**src/rtl/sqr_seq_arbiter.sv**
```systemverilog
// Shared incremental perfect-square engine for NUM_REQ requesters. Each requester
// keeps its own sequence context; a round-robin grant feeds a registered valid/ready port.

module sqr_ctx #(
  parameter int W = 32
) (
  input  logic         clk,
  input  logic         reset_n,
  input  logic         clr,
  input  logic         step,
  output logic [W-1:0] sq,
  output logic         wrap
);
  logic [W-1:0] odd;
  logic [W:0]   sum;

  assign sum  = {1'b0, sq} + {1'b0, odd};
  assign wrap = sum[W];

  always_ff @(posedge clk or negedge reset_n) begin
    if (!reset_n) begin
      sq  <= W'(1);
      odd <= W'(3);
    end else if (clr || (step && wrap)) begin
      // the largest representable square restarts the stream, same as a clear
      sq  <= W'(1);
      odd <= W'(3);
    end else if (step) begin
      sq  <= sum[W-1:0];
      odd <= odd + W'(2);
    end
  end
endmodule

module sqr_seq_arbiter #(
  parameter int NUM_REQ = 4,
  parameter int W       = 32,
  parameter int IDW     = (NUM_REQ > 1) ? $clog2(NUM_REQ) : 1
) (
  input  logic               clk,
  input  logic               reset_n,
  input  logic [NUM_REQ-1:0] req_i,
  input  logic [NUM_REQ-1:0] clr_i,
  output logic [NUM_REQ-1:0] gnt_o,
  output logic               sqr_valid_o,
  output logic [W-1:0]       sqr_o,
  output logic [IDW-1:0]     sqr_id_o,
  output logic               last_o,
  input  logic               out_ready_i
);
  logic [NUM_REQ-1:0][W-1:0] sq_all;
  logic [NUM_REQ-1:0]        wrap_all;
  logic [NUM_REQ-1:0]        elig;
  logic [NUM_REQ-1:0]        gnt;
  logic [IDW-1:0]            ptr, idx, gnt_idx;
  logic                      found, adv;
  logic [1:0]                vld_pipe;

  assign adv  = !vld_pipe[1] || out_ready_i;
  assign elig = req_i & ~clr_i;

  // round-robin search from ptr; a clear masks its requester for the cycle
  always_comb begin
    found   = 1'b0;
    gnt_idx = '0;
    idx     = '0;
    for (int o = 0; o < NUM_REQ; o++) begin
      idx = IDW'((int'(ptr) + o) % NUM_REQ);
      if (!found && elig[idx]) begin
        found   = 1'b1;
        gnt_idx = idx;
      end
    end
    gnt = '0;
    if (found && adv && reset_n) gnt[gnt_idx] = 1'b1;
  end

  assign gnt_o       = gnt;
  assign vld_pipe[0] = |gnt;
  assign sqr_valid_o = vld_pipe[1];

  for (genvar i = 0; i < NUM_REQ; i++) begin : g_ctx
    sqr_ctx #(.W(W)) u_ctx (
      .clk     (clk),
      .reset_n (reset_n),
      .clr     (clr_i[i]),
      .step    (gnt[i]),
      .sq      (sq_all[i]),
      .wrap    (wrap_all[i])
    );
  end

  always_ff @(posedge clk or negedge reset_n) begin
    if (!reset_n) begin
      vld_pipe[1] <= 1'b0;
      sqr_o       <= '0;
      sqr_id_o    <= '0;
      last_o      <= 1'b0;
      ptr         <= '0;
    end else if (adv) begin
      vld_pipe[1] <= vld_pipe[0];
      if (vld_pipe[0]) begin
        sqr_o    <= sq_all[gnt_idx];
        sqr_id_o <= gnt_idx;
        last_o   <= wrap_all[gnt_idx];
        ptr      <= (gnt_idx == IDW'(NUM_REQ - 1)) ? '0 : gnt_idx + IDW'(1);
      end
    end
  end
endmodule

```
**config.mk**
```make
export PLATFORM = sky130hd
export DESIGN_NAME = sqr_seq_arbiter
export DESIGN_NICKNAME = d
export VERILOG_FILES = /design/src/rtl/sqr_seq_arbiter.sv
export SDC_FILE = /design/constraint.sdc
export NUM_CORES = 1
export LEC_CHECK = 0
export ABC_AREA = 1
export CAP_MARGIN = 40
export CELL_PAD_IN_SITES_DETAIL_PLACEMENT = 1
export CELL_PAD_IN_SITES_GLOBAL_PLACEMENT = 1
export CORE_MARGIN = 2
export CORE_UTILIZATION = 40
export DETAILED_ROUTE_END_ITERATION = 10
export GPL_ROUTABILITY_DRIVEN = 0
export PLACE_DENSITY = 0.81
export SYNTH_ARGS = -nofsm -noshare
export SYNTH_HDL_FRONTEND = slang
export SYNTH_HIERARCHICAL = 1
export SYNTH_SLANG_ARGS = --single-unit
```
**constraint.sdc**
```tcl
create_clock -name clk -period 8.05 [get_ports clk]
set_input_delay 2.0125 -clock clk [delete_from_list [all_inputs] [get_ports clk]]
set_output_delay 2.0125 -clock clk [all_outputs]
set_load 0.02 [all_outputs]
```
==> impl_metrics.env <==
export IMPL_ys_warn_count=6
export IMPL_dr_total_vias=25008
export IMPL_p_comb_share_pct=36.1
export IMPL_mostFrequentLayoutCells="nand2_1, inv_1, nor2_1"
export IMPL_cp_required_ns=6.04
export IMPL_arrival_ns=5.26
export IMPL_p_sw_uw=2300
export IMPL_layout_commonest_cell="nand2_1"
export IMPL_fin_tns_setup_ns=0
export IMPL_start_util_pct=40.4
export IMPL_netlist_area_um2=24900
export IMPL_nets=4200
export IMPL_hpwl_mm=69.0
export IMPL_ir_worst_vdd_mv=0.213
export IMPL_grt_pass1_wl_mm=138
export IMPL_fp_dieW_um=253
export IMPL_path_clk_slew_ns=0.06
export IMPL_hold_path_class="flip-flop to flip-flop"
export IMPL_ys_flop_type="dfrtp_1"
export IMPL_ios=51
export IMPL_dpl_cell_area_um2=26300
export IMPL_final_area_um2=27600
export IMPL_finalCritPeriodShare_pct=90.3
export IMPL_rsz0062_at_grt="no"
export IMPL_fmax_mhz=138
export IMPL_viasPerCell=5.08
export IMPL_cts_resized=0
export IMPL_cts_tree="built"
export IMPL_power_density_nw_per_um2=201
export IMPL_num_rows=91
export IMPL_setup_viol=0
export IMPL_p_int_uw=3240
export IMPL_holdWs_ns=0.478
export IMPL_clk_latency_ns=0.58
export IMPL_synth_fp_nets=4158
export IMPL_cts_root_buffer="clkbuf_16"
export IMPL_hold_viol=0
export IMPL_maxSlewHeadroom_pct=42.6
export IMPL_crit_type="input port to output pin"
export IMPL_cp_end_kind="output pin"
export IMPL_grt_pass1_vias=25646
export IMPL_ctsHoldBuffers=0
export IMPL_syn_inst=4010
export IMPL_antenna_left=0
export IMPL_core_um2=61600
export IMPL_status="finished clean"
export IMPL_leakagePower_uw=0.0147
export IMPL_die_area_um2=64200
export IMPL_tightest_slew_ns=0.862
export IMPL_async_flop_share_pct=100
export IMPL_switching_share_pct=41.5
export IMPL_layout_drive_gt1_share_pct=5.22
export IMPL_grt_max_degree=68
export IMPL_skew_ns=0.0126
export IMPL_syn2layout_area_growth_pct=10.9
export IMPL_io_buffer_count=50
export IMPL_yosys_register_bits=294
export IMPL_drcViolationCount=0
export IMPL_path_max_fanout=36
export IMPL_drt_pass1_iterations=5
export IMPL_avgSynthCellArea_um2=6.21
export IMPL_clock_power_share_pct=32.9
export IMPL_finalMaxSlewViolations=0
export IMPL_antenna_found_initial=2
export IMPL_die_height_um=253
export IMPL_grt_use_total_pct=27.4
export IMPL_nFillCells=8378
export IMPL_cts_buffers=38
export IMPL_post_cts_buffers=0
export IMPL_drt_total_wl_mm=86.0
export IMPL_seqPwrFrac_pct=31.1
export IMPL_synth_edf_count=0
export IMPL_drt_iter0_drc=1424
export IMPL_wl_per_cell_um=17.5
export IMPL_drv_cap=0
export IMPL_seq_area_frac_synth_pct=29.6
export IMPL_clock_path_buffers=3
export IMPL_cts_sinks=294
export IMPL_ctsHtreeMaxLevel=2
export IMPL_ys_types=42
export IMPL_finalPower_uw=5540
export IMPL_cp_start_kind="input port"
export IMPL_grt_overflow=0
export IMPL_min_period_ns=7.27
cells in the mapped netlist (7+ instances only):
cell type,count,area (µm²)
nand3_1,271,1360
nor3_2,11,110
o21ai_0,118,591
nand2_2,28,175
clkbuf_1,16,60.1
inv_2,9,33.8
nor2_1,353,1330
nand3b_1,25,188
dfstp_2,12,315
dfrtp_1,282,7060
a21o_1,8,60.1
inv_1,676,2540
nand4_1,55,344
xor2_1,68,596
xnor2_1,64,561
buf_4,11,82.6
nor2_4,34,383
nor2_2,10,62.6
ha_1,133,1660
nand2_1,1614,6060
buf_6,7,78.8
a21oi_1,58,290
o21bai_1,10,75.1
buf_2,33,165
nor3_1,48,240
cell families (layout without fill, tap and decap cells):
group	after synthesis	count (layout)	synth area share [%]
flip-flops	294	294	29.6
buffers and inverters	762	834	12.3
AO/OA/AOI/OAI	210	210	4.49
XOR/XNOR	133	133	4.71
adder cells (fa/ha/maj)	137	137	7.01
other	0	1	0
AND/OR/NAND/NOR	2474	2474	41.9
cell type report:
class	count	area, µm²	share of cell area, %
tap	837	1050	3.80
timing repair buffer	78	808	2.93
antenna	1	2.50	0.00907
multi-input combinational	2954	14500	52.5
sequential	294	7370	26.7
clock inverter	15	164	0.594
inverter	686	2580	9.34
clock buffer	55	1140	4.13
power groups by stage:
| stage | logic [µW] | clock network [µW] | registers, µW |
|---|---|---|---|
| after floorplan | 1260 | 0 | 1760 |
| after global placement | 1890 | 0 | 1740 |
| after detailed placement | 1970 | 0 | 1750 |
| after CTS | 1990 | 1860 | 1720 |
| after global routing | 2200 | 1910 | 1740 |
| final | 2000 | 1820 | 1720 |
registers in the layout, indices dropped and copies added, names as in the netlist:
| signal | count |
|---|---|
| g_ctx.u_ctx/odd | 128 |
| g_ctx.u_ctx/sq | 128 |
| sqr_o | 32 |
| ptr | 2 |
| sqr_id_o | 2 |
| last_o | 1 |
| sqr_valid_o | 1 |
worst paths after layout:
kind / start / endpoint / slack [ns] / cells past startpoint
max: clr_i[2] / gnt_o[2] / 0.78 / 13
min: sqr_o[26] / sqr_o[26] / 0.48 / 2
max reg2reg: ptr[0] / g_ctx[3].u_ctx/odd[31] / 4.00 / 18
min reg2reg: sqr_o[26] / sqr_o[26] / 0.48 / 2
max in group asynchronous: reset_n / g_ctx[3].u_ctx/odd[1] / 4.71 / 4
min in group asynchronous: reset_n / g_ctx[1].u_ctx/odd[6] / 1.35 / 1
layer usage:
| layer | GRT usage (%) | wire [µm] |
|---|---|---|
| met1 | 35.4 | 38500 |
| met3 | 4.18 | 4300 |
| met4 | 10.9 | 3520 |
| met2 | 45.7 | 39600 |
| met5 | 0 | 13 |
through the flow:
| step | setup slack, ns | std cells | util, % |
|---|---|---|---|
| finish | 0.780 | 4920 | 44.8 |
| global route | 0.595 | 4919 | 44.8 |
| CTS | 0.858 | 4919 | 44.8 |
| detailed placement | 0.918 | 4849 | 42.7 |
| global placement | 1.01 | 4836 | 42.4 |
| floorplan | 2.48 | 4010 | - |
worst max-delay path, stage by stage:
cell and delay [ns]:
clkdlybuf4s50_1 0.74, inv_1 0.13, nand3_1 0.15, nand2_1 0.13, nor2_1 0.19, nand4_1 0.13
nand3_2 0.13, buf_4 0.39, ha_1 0.22, inv_1 0.06, nor2_1 0.14, buf_4 0.20
clkdlybuf4s50_1 0.62
(Power assumes the default switching activity.)
